[config.mk]
export PLATFORM = sky130hd
export DESIGN_NAME = pid_controller_pipe
export DESIGN_NICKNAME = d
export VERILOG_FILES = /design/src/rtl/pid_controller_pipe.sv
export SDC_FILE = /design/constraint.sdc
export NUM_CORES = 1
export LEC_CHECK = 0
export ABC_AREA = 1
export BUFFER_PORTS_ARGS = -buffer_cell sky130_fd_sc_hd__buf_2
export CAP_MARGIN = 20
export CORE_MARGIN = 1.5
export CORE_UTILIZATION = 65
export DETAILED_ROUTE_END_ITERATION = 10
export PLACE_DENSITY = 0.82
export SLEW_MARGIN = 25
export SYNTH_ARGS = -nofsm -noshare
export SYNTH_HDL_FRONTEND = slang
export SYNTH_SLANG_ARGS = --single-unit
[constraint.sdc]
create_clock -name clk -period 7.08 [get_ports clk]
set_clock_uncertainty 0.2 [all_clocks]
set_input_delay 0.354 -clock clk [delete_from_list [all_inputs] [get_ports clk]]
set_output_delay 0.354 -clock clk [all_outputs]
set_load 0.005 [all_outputs]
[src/rtl/pid_controller_pipe.sv]
// pid_controller_pipe: two-stage pipelined PID controller with run-time gains.
//   Stage 1 (sampling edge): error, error delta, and the three gain products,
//   each scaled down by FRAC_W with floor rounding.
//   Stage 2 (next edge): saturating integrator, P+I+D sum, clamp to output range.
// Ports:
//   clk, rst         - clock; asynchronous active-high reset
//   setpoint         - unsigned target value (DATA_W)
//   feedback         - unsigned measured value (DATA_W)
//   sample_valid     - setpoint/feedback sampled this cycle
//   cfg_we           - configuration write strobe
//   cfg_sel          - 0=Kp, 1=Ki, 2=Kd, 3=clear integrator
//   cfg_data         - unsigned gain (COEF_W, FRAC_W fractional bits)
//   control_out      - registered, saturated controller output (DATA_W)
//   out_valid        - one-cycle pulse marking a new control_out
module pid_controller_pipe #(
    parameter int DATA_W = 8,
    parameter int COEF_W = 9,
    parameter int FRAC_W = 4
) (
    input  logic              clk,
    input  logic              rst,
    input  logic [DATA_W-1:0] setpoint,
    input  logic [DATA_W-1:0] feedback,
    input  logic              sample_valid,
    input  logic              cfg_we,
    input  logic [1:0]        cfg_sel,
    input  logic [COEF_W-1:0] cfg_data,
    output logic [DATA_W-1:0] control_out,
    output logic              out_valid
);
    localparam int ERR_W  = DATA_W + 1;
    localparam int DIFF_W = DATA_W + 2;
    // Signed gain (COEF_W+1) times signed diff (DIFF_W) fits without loss.
    localparam int PROD_W = COEF_W + DIFF_W + 1;
    localparam int INT_W  = DATA_W + 2;
    // Sum of three PROD_W terms plus the integrator cannot overflow.
    localparam int SUM_W  = PROD_W + 2;

    localparam logic signed [SUM_W-1:0] LIM      = SUM_W'((1 << DATA_W) - 1);
    localparam logic signed [SUM_W-1:0] NEG_LIM  = -LIM;
    localparam logic signed [SUM_W-1:0] SUM_ZERO = '0;

    logic [COEF_W-1:0]        kp_q, kp_d, ki_q, ki_d, kd_q, kd_d;
    logic signed [ERR_W-1:0]  prev_err_q, prev_err_d;
    logic signed [PROD_W-1:0] p_q, p_d, iinc_q, iinc_d, dterm_q, dterm_d;
    logic                     vld_q, vld_d;
    logic signed [INT_W-1:0]  integ_q, integ_d;
    logic [DATA_W-1:0]        control_out_q, control_out_d;
    logic                     out_valid_q, out_valid_d;

    logic signed [ERR_W-1:0]  err;
    logic signed [DIFF_W-1:0] diff;
    logic signed [SUM_W-1:0]  integ_base, integ_sum, integ_sat, sum;
    logic                     clr;

    // Gains: products below read the old registered gain, so a write lands
    // on samples accepted in the following cycle or later.
    always_comb begin
        kp_d = kp_q;
        ki_d = ki_q;
        kd_d = kd_q;
        if (cfg_we) begin
            case (cfg_sel)
                2'd0:    kp_d = cfg_data;
                2'd1:    ki_d = cfg_data;
                2'd2:    kd_d = cfg_data;
                default: ;
            endcase
        end
    end

    // Stage 1
    always_comb begin
        err        = $signed({1'b0, setpoint}) - $signed({1'b0, feedback});
        diff       = DIFF_W'(err) - DIFF_W'(prev_err_q);
        vld_d      = sample_valid;
        prev_err_d = prev_err_q;
        p_d        = p_q;
        iinc_d     = iinc_q;
        dterm_d    = dterm_q;
        if (sample_valid) begin
            prev_err_d = err;
            // >>> on a signed value floors toward minus infinity.
            p_d     = ($signed(PROD_W'(kp_q)) * PROD_W'(err))  >>> FRAC_W;
            iinc_d  = ($signed(PROD_W'(ki_q)) * PROD_W'(err))  >>> FRAC_W;
            dterm_d = ($signed(PROD_W'(kd_q)) * PROD_W'(diff)) >>> FRAC_W;
        end
    end

    // Stage 2: a clear in this cycle zeroes the integrator before the
    // sample in stage 2 accumulates into it.
    always_comb begin
        clr        = cfg_we && (cfg_sel == 2'd3);
        integ_base = clr ? SUM_ZERO : SUM_W'(integ_q);
        integ_sum  = integ_base + SUM_W'(iinc_q);
        if (integ_sum > LIM)          integ_sat = LIM;
        else if (integ_sum < NEG_LIM) integ_sat = NEG_LIM;
        else                          integ_sat = integ_sum;
        sum = SUM_W'(p_q) + integ_sat + SUM_W'(dterm_q);

        integ_d       = INT_W'(integ_base);
        control_out_d = control_out_q;
        out_valid_d   = vld_q;
        if (vld_q) begin
            integ_d = INT_W'(integ_sat);
            if (sum <= SUM_ZERO)  control_out_d = '0;
            else if (sum >= LIM)  control_out_d = '1;
            else                  control_out_d = sum[DATA_W-1:0];
        end
    end

    always_ff @(posedge clk or posedge rst) begin
        if (rst) begin
            kp_q          <= '0;
            ki_q          <= '0;
            kd_q          <= '0;
            prev_err_q    <= '0;
            p_q           <= '0;
            iinc_q        <= '0;
            dterm_q       <= '0;
            vld_q         <= 1'b0;
            integ_q       <= '0;
            control_out_q <= '0;
            out_valid_q   <= 1'b0;
        end else begin
            kp_q          <= kp_d;
            ki_q          <= ki_d;
            kd_q          <= kd_d;
            prev_err_q    <= prev_err_d;
            p_q           <= p_d;
            iinc_q        <= iinc_d;
            dterm_q       <= dterm_d;
            vld_q         <= vld_d;
            integ_q       <= integ_d;
            control_out_q <= control_out_d;
            out_valid_q   <= out_valid_d;
        end
    end

    assign control_out = control_out_q;
    assign out_valid   = out_valid_q;
endmodule

Word level (Yosys, flattened, before mapping). Index checks and enable logic that the tools add are counted. W data, S select, Z words.

$add $sub $neg: 5. Reduce and logical (&&, ||, !) cells: 5. Equal/unequal tests: 3. $lt $le $gt $ge: 4. Multiply operators: 3. Mux-type cells: 6.

Operators by type and width (count): $mux W22 (3); $mul A10 B9 Y19 (2); $add A15 B22 Y22 (1); $add A22 B15 Y22 (1); $add A22 B16 Y22 (1); $ge A22 B9 Y1 const B (1); $gt A22 B9 Y1 const B (1); $le A22 B1 Y1 const B (1); $lt A22 B9 Y1 const B (1); $mul A10 B10 Y20 (1); $mux W8 (2); $mux W10 (1); $sub A9 B9 Y10 (1); $sub A8 B8 Y9 (1); $reduce_and A2 Y1 (3); $eq A2 B2 Y1 const B (2); $eq A2 B1 Y1 const B (1); $logic_not A2 Y1 (1); $logic_and A1 B1 Y1 (1).

Bits of input ports: 31. Bits in registers: 102. Output and inout bits: 9. Word-level logic and storage cells: 37.

Depth between registers and ports, before layout. Gate-level depths: netlist of the first run.

Depth in word-level cells: 12. Gate-level depth with buffers: 43. Gate-level depth less buffers: 42.

Worst setup path before layout of the first run. Ideal clock, no wire load.

Path kind: input to register. From: input setpoint[0]. To: register dterm_q[11]. Path slack: -0.409 ns. Setup time: 0.118 ns. Required time: 6.762 ns. Buffers on the path: 1. Cell stages on the path: 37. Data arrival time: 7.172 ns. Path through: inv_1 > ha_1 > inv_1 > fa_1 > nand2_1 > inv_1 > o21a_1 > nor2_1 > inv_1 > nand2_1 > nand2_1 > a21oi_1 > or2_2 > nand2_1 > a21oi_1 > clkbuf_1 > ha_1 > inv_1 > nor3_1 > a22oi_1 > clkinv_1 > nand2_1 > fa_1 > fa_1 > fa_1 > inv_1 > fa_1 > fa_1 > ha_1 > nand2_1 > o21ai_0 > nand3_1 > nand2_1 > a21oi_1 > or2_2 > nand3_1 > nand2_1.

Longest elaborated chain between the ends: 3.

Ends and longest elaborated chain: from (decl) (RTL line 22) `input logic [DATA_W-1:0] setpoint,`; $sub A8 B8 Y9 (RTL line 74) `err = $signed({1'b0, setpoint}) - $signed({1'b0, feedback});`; named net err[8] (RTL line 51) `logic signed [ERR_W-1:0] err;`; $sub A9 B9 Y10 (RTL line 75) `diff = DIFF_W'(err) - DIFF_W'(prev_err_q);`; $mul A10 B10 Y20 (RTL line 86) `dterm_d = ($signed(PROD_W'(kd_q)) * PROD_W'(diff)) >>> FRAC_W;`; to (signal assigned) (RTL line 132) `dterm_q <= dterm_d;`; to (decl) (RTL line 45) `logic signed [PROD_W-1:0] p_q, p_d, iinc_q, iinc_d, dterm_q, dterm_d;`.

The timed path passes the listed nets, and every way through them passes these cells. A chain may end at the register's enable or synchronous reset.

Worst setup path after layout of the first run.
From: input setpoint[0]. To: register dterm_q[13].

Same word-level chain as after synthesis.

==> results of run 1 <==
-- flip-flops by register name, indices dropped and copies added, names as in the netlist --
register	flops
ki_q	9
p_q	15
prev_err_q	9
dterm_q	16
control_out	8
out_valid	1
out_valid_d	1
iinc_q	15
kp_q	9
kd_q	9
integ_q	10
-- routing by layer --
layer | global-route usage (%) | up-vias | part of all wire (%)
met3 | 4.763 | 84 | 6.9
li1 | - | 6606 | -
met5 | 0 | - | 0
met2 | 52.97 | 491 | 47
met1 | 43.12 | 6328 | 43
met4 | 10.32 | 0 | 3.0
-- cells by family after synthesis --
kind of cell | Yosys count | share of synthesized area [%]
AO/OA/AOI/OAI | 212 | 7.337
XOR/XNOR | 34 | 1.908
adder cells (fa/ha/maj) | 393 | 40.17
buffers and inverters | 454 | 10.94
flip-flops | 102 | 16.36
AND/OR/NAND/NOR | 889 | 23.29
-- cells in the mapped netlist (2+ instances only) --
cell type and count:
nand2_1 557, inv_1 400, ha_1 213, fa_1 180, nor2_1 169, dfrtp_1 102
o21ai_0 96, nand3_1 88, a21oi_1 81, clkbuf_1 36, nand4_1 26, xnor2_1 21
or2_2 18, xor2_1 13, nor3_1 10, a31oi_1 8, clkinv_1 8, o31ai_1 7
buf_1 6, nand2_2 6, nand3b_1 6, o21bai_1 4, a21o_1 3, nor4_1 3
o21ai_1 3, a41oi_1 2, and2_1 2, buf_2 2, inv_2 2, nor2_2 2
o21a_1 2
-- final timing paths --
path / depth (start not counted) / endpoint / startpoint / slack [ns]
setup / recovery: 39 / dterm_q[13] / setpoint[0] / 0.21
hold / removal: 3 / ki_q[3] / cfg_data[3] / 0.13
setup reg to reg: 27 / dterm_q[13] / prev_err_q[0] / 0.74
hold reg to reg: 2 / control_out[1] / control_out[1] / 0.28
max in group asynchronous: 4 / dterm_q[15] / rst / 5.15
min in group asynchronous: 3 / iinc_q[12] / rst / 0.44
-- per-stage QoR --
stage	cell area, um^2	TNS, ns	std cells
2_1_floorplan	15650	0	2084
3_3_place_gp	16520	-0.8110	2457
3_5_place_dp	16520	-2.388	2457
4_1_cts	16820	0	2474
5_1_grt	17030	-0.3372	2475
6_report	17030	0	2475
-- repair_timing --
action                                  4_1_cts  5_1_grt
gates resized for setup                       0       54
hold endpoints to repair                     52        0
endpoints found under the setup margin        0       13
hold buffers                                  1        0
buffers inserted                              0        1
-- area by class of cell --
| type | instances | share of cell area (%) |
|---|---|---|
| tap | 319 | 2.344 |
| clock inverter | 5 | 0.3086 |
| timing repair buffer | 100 | 3.851 |
| sequential | 102 | 14.99 |
| inverter | 410 | 9.076 |
| multi-input combinational | 1528 | 68.00 |
| clock buffer | 11 | 1.426 |
-- critical path: cells and delay by family --
family | cells | cell delay (ns)
buffers and inverters | 9 | 0.60
AO/OA/AOI/OAI | 7 | 0.99
AND/OR/NAND/NOR | 14 | 1.47
adder cells (fa/ha/maj) | 9 | 3.50
-- cell usage in the layout, fill, tap and decap left out, types with 2 or more instances in the layout --
master / Yosys / final
a21o_1: 3 / 3
a21oi_1: 81 / 72
a21oi_2: 0 / 8
a21oi_4: 1 / 2
a31oi_1: 8 / 8
a41oi_1: 2 / 2
and2_1: 2 / 2
buf_2: 2 / 39
buf_4: 0 / 60
clkbuf_16: 0 / 9
clkinv_1: 8 / 5
dfrtp_1: 102 / 102
fa_1: 180 / 179
ha_1: 213 / 204
ha_4: 0 / 8
inv_1: 400 / 393
inv_2: 2 / 9
inv_4: 0 / 2
nand2_1: 557 / 545
nand2_2: 6 / 18
nand3_1: 88 / 86
nand3_2: 1 / 3
nand3b_1: 6 / 6
nand4_1: 26 / 26
nor2_1: 169 / 166
nor2_2: 2 / 5
nor3_1: 10 / 10
nor4_1: 3 / 3
o21a_1: 2 / 2
o21ai_0: 96 / 86
o21ai_1: 3 / 10
o21ai_2: 0 / 2
o21bai_1: 4 / 4
o31ai_1: 7 / 7
or2_2: 18 / 17
xnor2_1: 21 / 20
xor2_1: 13 / 13
==> flow_summary.toml, run 1 <==
[clock_tree]
htreeDepth = 3
clockBufferDepth = 2
clk_latency_ns = 0.37
cts_root_buf = "clkbuf_16"
cts_buffers = 9
cts.sinks = 102
clk_pin_slew_ns = 0.08
cts_tree = "built"

[synth]
synth_edf_count = 0
seq_area_frac_synth_pct = 16.36
ys_warn_count = 0
yosysTopAreaCell = "fa_1"
async_flop_share_pct = 100.0
syn_nets = 2508
synth-main-ff-cell = "dfrtp_1"
synth_seq_cells = 102
synth_top_area_share_pct = 23.09
synth_area_um2 = 15600
postSynthCellCount = 2084
synth_cell_types = 39
synth_area_leaders = "fa_1 23%, ha_1 17%, dfrtp_1 16%"
synth_area_per_cell_um2 = 7.487

[setup_path]
cpMostUsedCell = "nand2_2"
crit_type = "in -> reg"
worst_setup_path_start_kind = "input pin"
cp-end-kind = "register"
max_stage_delay_ns = 0.61
cp_max_fo = 6
crit_required_ns = 7.14
critPathArrivalTime_ns = 6.93
crit_slowest_cell = "fa_1"

[routing]
vias_per_cell = 5.458
vias = 13510
routed_wirelength_um = 37490
final_antenna_net_count = 0
drt_iter0_markers = 949
drtPass1Iterations = 5
route.detailed.drc = 0
wl_per_cell_um = 15.15

[timing]
fin_crit_sh_pct = 97.09
final.min_clock_period_ns = 6.874
relSlewSlack_pct = 42.59
setup_viol = 0
slew_violations = 0
hold-worst-slack_ns = 0.1280
fmax_mhz = 145.5
tightest_slew_ns = 0.8612
finalHoldViolCount = 0
fin_ws_ns = 0.2059

[global_route]
grt_usage_pct = 31.89
grt_antenna_before_repair = 0
grt_pass1_vias = 13250
grt_max_degree = 54
grt_pass1_wl_um = 62260
overflow = 0

[floorplanning]
die_y_um = 157.9
initial_core_util_pct = 66.28
dieArea_um2 = 24940
io_pins = 40
die_width_um = 157.9
core_um2 = 23540
row_count = 56

[place]
hpwl_um = 30690
place_congestion = 0.9260
io_buffer_count = 39
place_ws_ns = -0.3556

[finish]
multi_input_area_um2 = 11580
n_antenna_cell = 0
seqCellArea_um2 = 2552
n_fill_cell = 1859
final_util_pct = 72.32
flow.area_growth_from_synthesis_pct = 9.117
finalNetCount = 2575
drive_above_1_share_pct = 9.091

[min_path]
hold_class = "in -> reg"

[outcome]
status = "finished, final reports clean"

[run]
max_cap_violations = 0
Power of run 1 is left out: the tool's default activity adds up to more than one toggle a clock period on the data nets, which glitch-free logic cannot reach.
==> inputs of run 2 (changes only) <==
--- a/config.mk
+++ b/config.mk
@@ -9,9 +9,9 @@
 export BUFFER_PORTS_ARGS = -buffer_cell sky130_fd_sc_hd__buf_2
 export CAP_MARGIN = 20
 export CORE_MARGIN = 1.5
-export CORE_UTILIZATION = 65
+export CORE_UTILIZATION = 40
 export DETAILED_ROUTE_END_ITERATION = 10
-export PLACE_DENSITY = 0.82
+export MAX_ROUTING_LAYER = met4
 export SLEW_MARGIN = 25
 export SYNTH_ARGS = -nofsm -noshare
 export SYNTH_HDL_FRONTEND = slang
==> run 2 against run 1 <==
Net effect: highest routed layer unchanged; critical path depth shrank 5; cell area is 1.5% higher; flip-flop and latch count stayed put; first-iteration DRC count is 32% lower; final cell count up 8.6%; largest cell class unchanged; fmax grew 3.7%; register-to-register slack better by 0.16 ns; global-route usage fell by 12 points; sequential share of layout area decreased by 0.23 points.
==> flow_summary.toml, run 2 (synthesis results as in run 1) <==
[routing]
drtPass1Iterations = 5
vias_per_cell = 4.859
drt_iter0_markers = 650
route.detailed.drc = 0
routed_wirelength_um = 37870
final_antenna_net_count = 0
vias = 13060
wl_per_cell_um = 14.09

[finish]
seqCellArea_um2 = 2552
regMostFlops = "dterm_q"
n_antenna_cell = 0
final_cell_mix = "553 x nand2_1, 398 x inv_1, 208 x ha_1"
n_fill_cell = 3995
largest_reg_flops = 16
drive_above_1_share_pct = 8.618
final_area_um2 = 17290
flow.area_growth_from_synthesis_pct = 10.79
multi_input_area_um2 = 11470
finalNetCount = 2589
mostFrequentLayoutCell = "nand2_1"
top_regs = "dterm_q x16, iinc_q x15, p_q x15"

[floorplanning]
die_y_um = 200.5
row_count = 72
core_um2 = 38560
die_width_um = 200.5
dieArea_um2 = 40200
initial_core_util_pct = 40.47
io_pins = 40

[setup_path]
crit_required_ns = 7.10
critPathArrivalTime_ns = 6.65
worst_setup_path_start_kind = "input pin"
max_stage_delay_ns = 0.58
cp-end-kind = "register"
cp_max_fo = 6
crit_type = "in -> reg"
crit_slowest_cell = "fa_1"

[clock_tree]
cts_root_buf = "clkbuf_16"
cts.sinks = 102
htreeDepth = 3
clockBufferDepth = 2
cts_tree = "built"
clk_latency_ns = 0.37
cts_buffers = 9
clk_pin_slew_ns = 0.08

[place]
place_congestion = 0.9393
placed_area_um2 = 16870
hpwl_um = 32430
io_buffer_count = 39
place_ws_ns = -0.2879

[timing]
setup_viol = 0
fin_ws_ns = 0.4484
final.min_clock_period_ns = 6.632
relSlewSlack_pct = 53.60
fmax_mhz = 150.8
tightest_slew_ns = 0.6960
slew_violations = 0
finalHoldViolCount = 0
fin_crit_sh_pct = 93.67

[global_route]
overflow = 0
grt_antenna_before_repair = 0
grt_max_degree = 62
grt_pass1_wl_um = 64940
grt_usage_pct = 20.31
grt_pass1_vias = 13510

[run]
max_cap_violations = 0

[outcome]
status = "finished, final reports clean"

[min_path]
hold_class = "in -> reg"
==> run 2: path summary, 6_finish.rpt <==
kind                            slack (ns)  cells past startpoint      startpoint             end
worst min-delay path                  0.12                      3     cfg_data[2]         ki_q[2]
worst max-delay path                  0.45                     34     setpoint[0]      dterm_q[7]
max in group asynchronous             5.15                      4             rst     dterm_q[13]
worst min register to register        0.28                      2  control_out[1]  control_out[1]
worst max register to register        0.90                     28   prev_err_q[0]     dterm_q[11]
min in group asynchronous             0.41                      3             rst      iinc_q[14]
==> run 2: worst max-delay path, delay by kind of cell <==
| kind | cells | cell delay (ns) |
|---|---|---|
| compound gates | 5 | 0.76 |
| fa+ha+maj | 9 | 3.62 |
| simple gates | 9 | 1.02 |
| buf+inv | 10 | 0.75 |
| xor+xnor | 1 | 0.16 |
==> run 2: metrics by stage <==
stage          hold slack, ns  cells  util (%)    TNS, ns
5_1_grt                0.1482   2688     44.84  -0.004659
3_3_place_gp           0.2584   2670     43.76     -1.197
6_report               0.1191   2688     44.84          0
4_1_cts                0.1203   2687     44.60          0
3_5_place_dp           0.2615   2670     43.76     -2.273
2_1_floorplan          0.1721   2084         -          0
==> run 2: layer usage <==
metal / part of all wire [%] / up-vias / wire length [um] / global-route usage [%]
li1: - / 6621 / - / -
met1: 49 / 6168 / 18460 / 26.93
met2: 46 / 233 / 17480 / 33.44
met3: 3.5 / 39 / 1307 / 1.964
met4: 1.6 / 0 / 620 / 5.129
met5: 0 / - / 0 / -
==> run 2: cell type report <==
type	instances	share of cell area, %
well taps	518	3.749
multi-input cells	1528	66.33
clock inverters	7	0.5139
flip-flops and latches	102	14.76
clock buffers	9	1.303
inverters	410	8.938
repair buffers	114	4.400
==> run 2: what timing repair did <==
action	in CTS	in global routing
hold buffers	1	0
setup endpoints to repair	0	12
hold endpoints to repair	51	0
setup buffers	0	1
gates resized for setup	0	23
Power of run 2 is left out for the same reason.
